`config.mk`:
```
export PLATFORM = sky130hd
export DESIGN_NAME = tile_locator_pipe
export DESIGN_NICKNAME = d
export VERILOG_FILES = /design/src/rtl/tile_locator_pipe.sv
export SDC_FILE = /design/constraint.sdc
export NUM_CORES = 1
export LEC_CHECK = 0
export BUFFER_PORTS_ARGS = -buffer_cell sky130_fd_sc_hd__clkbuf_2
export CORE_ASPECT_RATIO = 1.25
export CORE_MARGIN = 8
export CORE_UTILIZATION = 50
export DETAILED_ROUTE_END_ITERATION = 16
export PLACE_DENSITY_LB_ADDON = 0.25
export SKIP_LAST_GASP = 1
export SLEW_MARGIN = 10
export SYNTH_ARGS = -nofsm -noshare
export SYNTH_HDL_FRONTEND = slang
export SYNTH_SLANG_ARGS = --single-unit
```
`constraint.sdc`:
```
create_clock -name clk -period 6 [get_ports clk]
set_input_delay 0.6 -clock clk [delete_from_list [all_inputs] [get_ports clk]]
set_output_delay 0.6 -clock clk [all_outputs]
set_load 0.05 [all_outputs]
```
`src/rtl/tile_locator_pipe.sv`:
```
// Two-stage pipelined tile locator. It maps a screen pixel onto a COLS x ROWS product grid,
// produces the image ROM address and tile ID, and draws a blinking frame around one selected tile.
module tile_locator_pipe #(
    parameter int          CNTR_WIDTH_H       = 10,
    parameter int          CNTR_WIDTH_V       = 10,
    parameter int          ROM_ADDR_BUS_WIDTH = 17,
    parameter int          ID_WIDTH           = 4,
    parameter int          COLS               = 4,
    parameter int          ROWS               = 3,
    parameter int          ORIGIN_X           = 308,
    parameter int          ORIGIN_Y           = 20,
    parameter int          PITCH_X            = 128,
    parameter int          PITCH_Y            = 128,
    parameter int          PIC_W              = 100,
    parameter int          PIC_H              = 100,
    parameter int          BORDER             = 2,
    parameter int          BLINK_FRAMES       = 30,
    parameter logic [23:0] HL_COLOR           = 24'hFFFF00
) (
    input  logic                          clk,
    input  logic                          rst,
    input  logic                          pix_valid,
    input  logic [CNTR_WIDTH_H-1:0]       CounterX,
    input  logic [CNTR_WIDTH_V-1:0]       CounterY,
    input  logic                          frame_start,
    input  logic [ID_WIDTH-1:0]           sel_id,
    output logic                          out_valid,
    output logic                          isImage,
    output logic [ID_WIDTH-1:0]           ImageID,
    output logic [ROM_ADDR_BUS_WIDTH-1:0] ROM_Addr,
    output logic [23:0]                   black_white
);

    localparam int XW  = CNTR_WIDTH_H + 1;
    localparam int YW  = CNTR_WIDTH_V + 1;
    localparam int RW  = ROM_ADDR_BUS_WIDTH;
    localparam int CIW = (COLS > 1) ? $clog2(COLS) : 1;
    localparam int RIW = (ROWS > 1) ? $clog2(ROWS) : 1;
    localparam int FW  = (BLINK_FRAMES > 1) ? $clog2(BLINK_FRAMES) : 1;

    localparam logic [ID_WIDTH:0] NUM_TILES = (ID_WIDTH + 1)'(COLS * ROWS);
    localparam logic [FW-1:0]     FCNT_LAST = FW'((BLINK_FRAMES > 0) ? BLINK_FRAMES - 1 : 0);

    typedef enum logic {BLINK_ON, BLINK_OFF} blink_state_t;

    // Tile bounds; compares run one bit wider than the counters so the all-ones value cannot wrap into a tile.
    function automatic logic [XW-1:0] x_bound(input int c, input int offset);
        return XW'(ORIGIN_X + c * PITCH_X + offset);
    endfunction

    function automatic logic [YW-1:0] y_bound(input int r, input int offset);
        return YW'(ORIGIN_Y + r * PITCH_Y + offset);
    endfunction

    blink_state_t              state_q, state_n;
    logic [FW-1:0]             fcnt_q, fcnt_n;
    logic [ID_WIDTH-1:0]       sel_q;
    logic                      sel_valid, blink_on;

    logic [XW-1:0]             x_ext;
    logic [YW-1:0]             y_ext;
    logic [COLS-1:0]           col_exp;
    logic [ROWS-1:0]           row_exp;
    logic                      col_hit, row_hit, exp_hit_n;
    logic [CIW-1:0]            col_n;
    logic [RIW-1:0]            row_n;
    logic [CNTR_WIDTH_H-1:0]   lx_n;
    logic [CNTR_WIDTH_V-1:0]   ly_n;

    logic                      v1_q, hit_q, hl_q;
    logic [CIW-1:0]            col_q;
    logic [RIW-1:0]            row_q;
    logic [CNTR_WIDTH_H-1:0]   lx_q;
    logic [CNTR_WIDTH_V-1:0]   ly_q;
    logic [ID_WIDTH-1:0]       id_c;
    logic [RW-1:0]             addr_c;

    assign sel_valid = {1'b0, sel_q} < NUM_TILES;
    assign blink_on  = (state_q == BLINK_ON);

    always_ff @(posedge clk) begin
        if (rst) begin
            state_q <= BLINK_ON;
            fcnt_q  <= '0;
            sel_q   <= '1;
        end else begin
            state_q <= state_n;
            fcnt_q  <= fcnt_n;
            if (frame_start)
                sel_q <= sel_id;
        end
    end

    always_comb begin
        state_n = state_q;
        fcnt_n  = fcnt_q;
        if (BLINK_FRAMES == 0) begin
            state_n = BLINK_ON;
        end else if (frame_start) begin
            if (fcnt_q == FCNT_LAST) begin
                fcnt_n  = '0;
                state_n = (state_q == BLINK_ON) ? BLINK_OFF : BLINK_ON;
            end else begin
                fcnt_n = fcnt_q + FW'(1);
            end
        end
    end

    // Stage 1 decode. Expanded boxes never overlap, so matching the selected tile's
    // column/row windows avoids dividing sel_q into col/row.
    always_comb begin
        x_ext     = {1'b0, CounterX};
        y_ext     = {1'b0, CounterY};
        col_exp   = '0;
        row_exp   = '0;
        col_hit   = 1'b0;
        row_hit   = 1'b0;
        col_n     = '0;
        row_n     = '0;
        lx_n      = '0;
        ly_n      = '0;
        exp_hit_n = 1'b0;
        for (int c = 0; c < COLS; c++) begin
            col_exp[c] = (x_ext >= x_bound(c, -BORDER)) && (x_ext <= x_bound(c, PIC_W - 1 + BORDER));
            if ((x_ext >= x_bound(c, 0)) && (x_ext <= x_bound(c, PIC_W - 1))) begin
                col_hit = 1'b1;
                col_n   = CIW'(c);
                lx_n    = CNTR_WIDTH_H'(x_ext - x_bound(c, 0));
            end
        end
        for (int r = 0; r < ROWS; r++) begin
            row_exp[r] = (y_ext >= y_bound(r, -BORDER)) && (y_ext <= y_bound(r, PIC_H - 1 + BORDER));
            if ((y_ext >= y_bound(r, 0)) && (y_ext <= y_bound(r, PIC_H - 1))) begin
                row_hit = 1'b1;
                row_n   = RIW'(r);
                ly_n    = CNTR_WIDTH_V'(y_ext - y_bound(r, 0));
            end
        end
        for (int r = 0; r < ROWS; r++)
            for (int c = 0; c < COLS; c++)
                if ((sel_q == ID_WIDTH'(r * COLS + c)) && col_exp[c] && row_exp[r])
                    exp_hit_n = 1'b1;
    end

    // Highlight gating is captured with the pixel, so a coincident frame_start only affects later pixels.
    always_ff @(posedge clk) begin
        if (rst) begin
            v1_q  <= 1'b0;
            hit_q <= 1'b0;
            hl_q  <= 1'b0;
            col_q <= '0;
            row_q <= '0;
            lx_q  <= '0;
            ly_q  <= '0;
        end else begin
            v1_q  <= pix_valid;
            hit_q <= pix_valid && col_hit && row_hit;
            hl_q  <= pix_valid && exp_hit_n && sel_valid && blink_on;
            col_q <= col_n;
            row_q <= row_n;
            lx_q  <= lx_n;
            ly_q  <= ly_n;
        end
    end

    always_comb begin
        id_c   = ID_WIDTH'(row_q) * ID_WIDTH'(COLS) + ID_WIDTH'(col_q);
        addr_c = RW'(id_c) * RW'(PIC_W * PIC_H) + RW'(ly_q) * RW'(PIC_W) + RW'(lx_q);
    end

    always_ff @(posedge clk) begin
        if (rst) begin
            out_valid   <= 1'b0;
            isImage     <= 1'b0;
            ImageID     <= '0;
            ROM_Addr    <= '0;
            black_white <= '0;
        end else begin
            out_valid   <= v1_q;
            isImage     <= v1_q && hit_q;
            ImageID     <= (v1_q && hit_q) ? id_c : '0;
            ROM_Addr    <= (v1_q && hit_q) ? addr_c : '0;
            black_white <= (v1_q && hl_q && !hit_q) ? HL_COLOR : 24'h0;
        end
    end

endmodule
```
-- Word level (Yosys, flattened, before mapping)
Index checks and enable logic that the tools add are counted.
- bits in registers: 84
- bits of input ports: 28
- output and inout bits: 47
- word-level logic and storage cells: 157
- add/subtract/negate cells: 11
- $mul: 2
- magnitude comparators: 29
- eq/ne operators: 12
- multiplexer cells: 34
- bitwise operators: 2
- reductions and logical operators: 51
- operator list (kind ; count):
    two-way mux 10 bit ; 7
    greater-or-equal comparator 10 x 9 -> 1 bit (second input constant) ; 6
    less-or-equal comparator 10 bit (second input constant) ; 6
    logical AND 1 bit ; 46
    greater-or-equal comparator 10 bit (second input constant) ; 4
    less-or-equal comparator 10 x 9 -> 1 bit (second input constant) ; 4
    subtractor 10 x 9 -> 10 bit (second input constant) ; 3
    two-way mux 24 bit ; 1
    two-way mux 1 bit ; 22
    greater-or-equal comparator 10 x 5 -> 1 bit (second input constant) ; 2
    greater-or-equal comparator 10 x 8 -> 1 bit (second input constant) ; 2
    less-or-equal comparator 10 x 7 -> 1 bit (second input constant) ; 2
    less-or-equal comparator 10 x 8 -> 1 bit (second input constant) ; 2
    subtractor 10 bit (second input constant) ; 2
    adder 17 x 10 -> 17 bit ; 1
    adder 17 bit ; 1
    == test 4 x 3 -> 1 bit (second input constant) ; 4
    == test 4 bit (second input constant) ; 4
    multiplier 10 x 5 -> 15 bit (second input constant) ; 1
    multiplier 4 x 10 -> 13 bit (second input constant) ; 1
    subtractor 10 x 5 -> 10 bit (second input constant) ; 1
    subtractor 10 x 8 -> 10 bit (second input constant) ; 1
    == test 4 x 2 -> 1 bit (second input constant) ; 2
    two-way mux 2 bit ; 3
    11 further kinds ; 13

-- Depth between registers and ports, before layout
Gate-level depths: netlist of the first run.
- depth after elaboration: 19
- depth in mapped cells: 19
- gate-level depth less buffers: 19

-- Worst setup path before layout of the first run
OpenSTA, ideal clock, no wires.
- path kind: register to register
- from: reg ly_q[2]
- to: reg ROM_Addr[16]
- setup time: 0.065 ns
- arrival time: 4.100 ns
- data required time: 5.935 ns
- slack: 1.835 ns
- cell stages (with the launch flop): 18
- buffers on the path: 0
- period minus slack after synthesis: 4.165 ns
- path through: dfxtp_1 -> ha_1 -> ha_1 -> fa_1 -> ha_1 -> nor2b_1 -> o31ai_1 -> nand2_1 -> a21oi_1 -> xnor2_1 -> ha_1 -> ha_1 -> or4_1 -> o21ai_0 -> nor2b_1 -> o22ai_1 -> xnor3_1 -> nor2_1
- word-level cells in the longest chain between the ends: 3
- ends and longest elaborated chain (element ; line ; text):
    start: declaration ; 74 ; logic [CNTR_WIDTH_V-1:0] ly_q;
    start signal: assignment ; 162 ; ly_q <= ly_n;
    multiplier 10 x 5 -> 15 bit ; 168 ; addr_c = RW'(id_c) * RW'(PIC_W * PIC_H) + RW'(ly_q) * RW'(PIC_W) + RW'(lx_q);
    adder 17 bit ; 168 ;
    adder 17 x 10 -> 17 bit ; 168 ;
    end signal: assignment ; 182 ; ROM_Addr <= (v1_q && hit_q) ? addr_c : '0;
    end: declaration ; 30 ; output logic [ROM_ADDR_BUS_WIDTH-1:0] ROM_Addr,
No other way between the ends.
A chain may end at the register's enable or synchronous reset.

-- Worst setup path in the final report of the first run
Ends and elaborated chain as after synthesis.

==> results of run 1 <==
-- per-stage QoR --
stage | instance area, µm² | utilization | power (mW)
2_1_floorplan | 4797 | - | 0.5892
4_1_cts | 5346 | 0.5652 | 1.148
5_1_grt | 5346 | 0.5652 | 1.190
6_report | 5346 | 0.5652 | 1.135
3_5_place_dp | 5052 | 0.5341 | 0.6386
3_3_place_gp | 5052 | 0.5341 | 0.6336
-- cell type report --
| type | count | area, µm² |
|---|---|---|
| clock inverter | 4 | 47.55 |
| multi-input combinational | 389 | 3144 |
| tap | 126 | 157.7 |
| inverter | 53 | 198.9 |
| fill | 881 | 4113 |
| timing repair buffer | 66 | 330.3 |
| clock buffer | 12 | 246.5 |
| sequential | 61 | 1221 |
-- cell families after synthesis --
group	after synthesis
simple gates	151
compound gates	97
fa+ha+maj	96
buf+inv	87
flops	61
xor+xnor	34
mux	3
other cells	1
-- power by group --
group          leakage, nW  switching (mW)  internal, mW  total, mW
Sequential           0.495         0.00914         0.417      0.426
Clock                0.143           0.173         0.331      0.504
Combinational         2.22           0.125        0.0796      0.205
-- layer usage --
| metal | vias to the layer above | track usage |
|---|---|---|
| met2 | 76 | 0.2939 |
| met3 | 23 | 0.03498 |
| met1 | 1764 | 0.1766 |
| li1 | 1918 | - |
| met4 | 0 | 0.06832 |
| met5 | - | 0 |
-- critical path: cells and delay by family, from the launching register on --
kind	cells	cell delay (ns)
adders and majority gates	6	2.04
AOI/OAI and AO/OA	4	0.85
and+or+nand+nor	5	0.82
xor gates and xnor gates	2	0.37
DFF	1	0.34
-- registers in the layout (all words and copies together), names as in the netlist --
name and count:
sel_q 4, isImage 1, hl_q 1, fcnt_q 5, v1_q 1, row_q 2
state_q 1, ROM_Addr 17, black_white 1, col_q 2, ImageID 4, lx_q 10
hit_q 1, ly_q 10, out_valid 1
-- worst paths after layout --
kind         slack, ns                      end
max               1.48  ROM_Addr[16]$_SDFF_PP0_
min               0.46   ROM_Addr[1]$_SDFF_PP0_
min reg2reg       0.46   ROM_Addr[1]$_SDFF_PP0_
max reg2reg       1.48  ROM_Addr[16]$_SDFF_PP0_
-- cell usage in the layout (no fill, tap or decap), drive strengths merged, types with 15 or more instances in the layout --
cell / instances
a21oi: 16
clkbuf: 78
dfxtp: 61
fa: 15
ha: 81
inv: 53
nand2: 29
nor2: 40
nor3: 15
o21ai: 17
xnor2: 20
==> metrics.md, run 1 <==
| Metric | Value |
|---|---|
| Slew Viols, Final | `0` |
| Fmax | `221.4 MHz` |
| Final setup fails | `0` |
| Grt total ovfl | `0` |
| Final Hold Viols | `0` |
| GPL Wtd Cong | `0.8708` |
| Cell repeated most along the worst path | `ha_1` |
| Initial antenna violation count | `0` |
| Slew @ Worst Pin | `0.5526 ns` |
| Placed cells | `695` |
| CP Launch Type | `flip-flop` |
| Place WS | `1.529 ns` |
| PostCTS Resize Cnt | `0` |
| Synth top area share | `0.2560` |
| Syn avg cell area | `9.002 µm²` |
| Post-synthesis compound-gate area fraction | `0.1440` |
| Layout cell share with drive strength beyond 1 | `0.1556` |
| Final period util | `0.7527` |
| Top FF cell, synth | `dfxtp_1` |
| Synthesized instance count | `530` |
| Syn. warnings | `0` |
| Minimum clock period | `between 4 and 5 ns` |
| Reg clk slew, reported paths | `0.05 ns` |
| Total routed wirelength | `10.38 mm` |
| Die width | `103.4 µm` |
| Crit path arrival time | `4.77 ns` |
| CP Capture Type | `flip-flop` |
| Fraction of the yosys area taken by sequential cells | `0.2560` |
| Synth area leader | `dfxtp_1` |
| Max-cap violation count | `0` |
| Routed wire length on met3 | `323 µm` |
| Clk_skew | `0.007238 ns` |
| Clock Path Buffers | `2` |
| DR vias/cell | `5.318` |
| Crit. Startpoint | `ly_q[2]$_SDFF_PP0_` |
| Worst Hold Depth | `1` |
| Final Non-Filler Cells | `a little over 700` |
| DR vias | `3781` |
| Synth area leaders | `dfxtp_1, ha_1, fa_1` |
| Final net count | `704` |
| Leakage | `2.854 nW` |
| Wl on met1 | `around 4.3 mm` |
| Layout area overhead | `12.06%` |
| Slowest stage delay, CP | `0.46 ns` |
| Asr flop ratio synth | `0` |
| CP Cell Sequence | `ha_1 > ha_1 > fa_1 > ha_1 > nor2b_1 > o31ai_1 > nand2_1 > a21oi_1 > xnor2_1 > ha_1 > ha_1 > or4_1 > o21ai_0 > nor2b_1 > o22ai_1 > xnor3_1 > nor2_1` |
| XOR/XNOR Fraction of Synth Area | `0.06530` |
| P per Cell Area | `212.3 mW/mm²` |
| Post-synth EDFFs | `0` |
| Worst Setup Slack, final | `1.484 ns` |
| CTS root buf | `clkbuf_16` |
| Residual DRC | `0` |
| Die area | `0.01294 mm²` |
| H-tree depth | `3` |
| Top-count cell post-synth | `ha_1` |
| R2R depth | `17` |
| Antenna diodes | `0` |
| Die Span Y | `125.2 µm` |
| Row cnt | `40` |
| DR WL/cell | `14.60 µm` |
| CP Max Fanout | `5` |
| Status | `completed` |
| Setup_tns | `0 ns` |
| Vias in the first global route | `3754` |
| Hold-fix buffers, CTS | `0` |
| IO Pins | `75` |
| First-pass DRT Iterations | `4` |
| Clock Sinks | `61` |
| Hold Crit Start | `lx_q[1]$_SDFF_PP0_` |
| Routed wl met2 | `5.490 mm` |
| Data required, critical path | `6.25 ns` |
| First-pass GRT wire length | `approximately 17 mm` |
| Routed Antenna Nets | `0` |
| Reg2reg start | `ly_q[2]$_SDFF_PP0_` |
| Hpwl dp | `8.614 mm` |
| Largest net degree at the start of global routing | `20` |
| Synth Area in Adders | `0.2754` |
| Post-Syn Area | `around 0.0048 mm²` |
| I/O Buffers | `66` |
| Unrepaired setup endpoints after global routing | `false` |
| CTS Buf Count | `9` |
| Yosys cell types | `61` |
| Mux contribution to synthesized area | `0.006294` |
| Core area | `0.009459 mm²` |
| Area share of and/or/nand/nor cells after synthesis | `0.1618` |
| Initial Util | `0.5044` |
| Total Routing Usage GR | `0.1638` |
| Max IR drop VDD | `0.0001503 V` |
| Critical path class | `reg2reg` |
| Worst slew margin | `0.6307` |
| Initial DRC count | `between 100 and 150` |
| Post-CTS Setup Repair Bufs | `0` |
| Hold Crit Class | `reg2reg` |
| Clock latency on the worst-skew pair | `0.33 ns` |
| CTS tree | `yes` |
| Slowest library cell on the worst path | `fa_1` |
| Largest family of logic cells by synthesized area | `adder cells` |
| Yosys reg bits | `a little over 60` |
| Uppermost routed layer | `met4` |
| Final hold slack | `0.4630 ns` |
| Post-synth top cells | `ha_1, dfxtp_1, inv_1, nor2_1, nand2_1` |
Note: power is estimated with default switching activity, not from simulation.
==> run 2: changes to the inputs <==
==> constraint.sdc (replaced) <==
create_clock -name clk -period 4.1 [get_ports clk]
set_input_delay 0.41 -clock clk [delete_from_list [all_inputs] [get_ports clk]]
set_output_delay 0.41 -clock clk [all_outputs]
set_load 0.05 [all_outputs]
==> run 2 against run 1 <==
The run now ends with negative setup slack left. Worst setup slack lost 1.5 ns. Die area unchanged. Design area grew 11%.
==> metrics.md, run 2 (synthesis gave the netlist of run 1 again) <==
| Metric | Value |
|---|---|
| Final setup fails | `1 (+1)` |
| Antenna diodes | `0 (unchanged)` |
| Fmax | `243.0 MHz (+9.7%)` |
| Max reg flops | `17 (unchanged)` |
| Data required, critical path | `4.36 ns (-1.89 ns)` |
| Total Routing Usage GR | `0.1700 (+0.006212)` |
| Core area | `0.009459 mm² (unchanged)` |
| DR vias/cell | `5.247 (-1.3%)` |
| CTS Buf Count | `9 (unchanged)` |
| Int Pwr | `1.244 mW (+50%)` |
| Commonest non-fill, non-tap cell in the layout | `clkbuf_2` |
| Sw frac | `0.2848 (+0.01359)` |
| Clock Sinks | `61 (unchanged)` |
| DR WL/cell | `14.56 µm (-0.27%)` |
| Initial Util | `0.5044 (unchanged)` |
| Layout area overhead | `23.87%` |
| IO Pins | `75 (unchanged)` |
| Final period util | `1.004 (+0.2511)` |
| Violated checks | `negative setup slack` |
| Cell repeated most along the worst path | `ha_4` |
| DR vias | `3914 (+3.5%)` |
| Cell family with most CP delay | `adder cells` |
| Buf/Inv on CP | `1 (+1)` |
| Setup_tns | `-0.01580 ns (-0.01580 ns)` |
| CP Capture Type | `flip-flop` |
| CP Cell Sequence | `ha_4 > ha_4 > fa_1 > ha_4 > a21oi_4 > buf_4 > o211ai_1 > nand2_1 > xnor2_1 > ha_1 > ha_2 > or4_4 > o21ai_4 > nor2b_1 > o22ai_1 > xnor3_1 > nor2_1` |
| CTS tree | `yes` |
| Total design power | `1.740 mW (+53%)` |
| Routed Antenna Nets | `0 (unchanged)` |
| H-tree depth | `3 (unchanged)` |
| CP Max Fanout | `3 (-2)` |
| Row cnt | `40 (unchanged)` |
| Final Hold Viols | `0 (unchanged)` |
| CTS root buf | `clkbuf_16` |
| Die Span Y | `125.2 µm (unchanged)` |
| Slew Viols, Final | `0 (unchanged)` |
| Sw Pwr | `0.4955 mW (+61%)` |
| GPL Wtd Cong | `0.9177 (+5.4%)` |
| Leakage | `3.029 nW (+6.1%)` |
| Die area | `0.01294 mm² (unchanged)` |
| Residual DRC | `0 (unchanged)` |
| Slowest stage delay, CP | `0.55 ns (+0.09 ns)` |
| Clock Path Buffers | `2 (unchanged)` |
| Clk_skew | `0.004679 ns (-0.002558 ns)` |
| Layout cell share with drive strength beyond 1 | `0.2726 (+0.1170)` |
| CP Launch Type | `flip-flop` |
| Largest regs | `ROM_Addr: 17 flops, lx_q: 10 flops, ly_q: 10 flops` |
| First-pass DRT Iterations | `5 (+1)` |
| Minimum clock period | `4.116 ns (-0.4006 ns)` |
| Biggest register | `ROM_Addr` |
| Slew @ Worst Pin | `0.5184 ns (-0.03419 ns)` |
| Max-cap violation count | `0 (unchanged)` |
| Initial DRC count | `136 (-7.5%)` |
| Die width | `103.4 µm (unchanged)` |
| Worst slew margin | `0.6507 (+0.02003)` |
| Commonest non-fill, non-tap cells in the layout | `clkbuf_2, ha_1, dfxtp_1` |
| Grt total ovfl | `0 (unchanged)` |
| I/O Buffers | `66 (unchanged)` |
| Clock power frac | `0.431 (-0.013)` |
| Reg clk slew, reported paths | `0.06 ns (about the same)` |
| Total routed wirelength | `10.86 mm (+4.6%)` |
| Worst Setup Slack, final | `-0.01580 ns (-1.499 ns)` |
| Unrepaired setup endpoints after global routing | `true` |
| Largest net degree at the start of global routing | `20 (unchanged)` |
| First-pass GRT wire length | `17.71 mm (+5.0%)` |
| Comb power frac | `0.211 (+0.030)` |
| Seq pwr share | `0.357 (-0.018)` |
| Hpwl dp | `8.511 mm (-1.2%)` |
| Clock latency on the worst-skew pair | `0.33 ns (about the same)` |
| Vias in the first global route | `3982 (+6.1%)` |
| Critical path class | `reg2reg` |
| Status | `finished with violations` |
| Crit path arrival time | `4.37 ns (-0.40 ns)` |
| Hold Crit Class | `in2reg` |
| Slowest library cell on the worst path | `or4_4` |
| Final net count | `739 (+5.0%)` |
| P per Cell Area | `294.4 mW/mm² (+39%)` |
| Initial antenna violation count | `0 (unchanged)` |
| Max IR drop VDD | `0.0002285 V (+52%)` |
==> run 2: per-layer routing <==
layer  up-vias  global-route usage  routed length (µm)
met3        18             0.02832                 382
met1      1837              0.1830                4377
met5         -                   0                   0
li1       1986                   -                   -
met2        73              0.3101                5894
met4         0             0.07259                 210
==> run 2: final timing paths <==
path,slack (ns),depth (start not counted),startpoint,to
worst min-delay path,0.29,3,sel_id[0],sel_q[0]$_SDFFE_PP1P_
worst min register to register,0.46,1,lx_q[1]$_SDFF_PP0_,ROM_Addr[1]$_SDFF_PP0_
worst max-delay path,-0.02,17,ly_q[2]$_SDFF_PP0_,ROM_Addr[16]$_SDFF_PP0_
worst max register to register,-0.02,17,ly_q[2]$_SDFF_PP0_,ROM_Addr[16]$_SDFF_PP0_
==> run 2: layout make-up <==
cell class / instances / area, µm²
flip-flops and latches: 61 / 1240
clock buffers: 9 / 225.2
multi-input cells: 389 / 3420
fillers: 819 / 3550
repair buffers: 101 / 593.1
clock inverters: 7 / 75.07
well taps: 126 / 157.7
inverters: 53 / 198.9
==> run 2: through the flow <==
stage / hold WS [ns] / util / cells / worst slack, ns / area (µm²)
final: 0.2949 / 0.6247 / 746 / -0.01580 / 5909
after global routing: 0.3192 / 0.6247 / 746 / -0.1959 / 5909
after CTS: 0.2892 / 0.6033 / 742 / 0.006734 / 5707
after detailed placement: 0.4475 / 0.5569 / 723 / -0.1588 / 5268
after global placement: 0.4534 / 0.5569 / 723 / -0.05988 / 5268
after floorplan: 0.4367 / - / 537 / 0.004600 / 4802
==> run 2: power groups by stage <==
stage	combinational (mW)	sequential [mW]	clock, mW
5_1_grt	0.409	0.624	0.795
3_3_place_gp	0.322	0.634	0
6_report	0.368	0.622	0.751
4_1_cts	0.341	0.622	0.769
3_5_place_dp	0.327	0.634	0
2_1_floorplan	0.229	0.634	0
==> run 2: tightest hold or removal path: stages <==
cell	delay (ns)
clkbuf_2	0.07
nand2_1	0.04
o211ai_1	0.07
==> run 2: what timing repair did <==
item                       CTS  global route
setup endpoints to repair    3             6
pin swaps                   16            29
hold endpoints to repair     0             0
gates resized for setup     22            29
hold buffers                 0             0
setup buffers                3             4
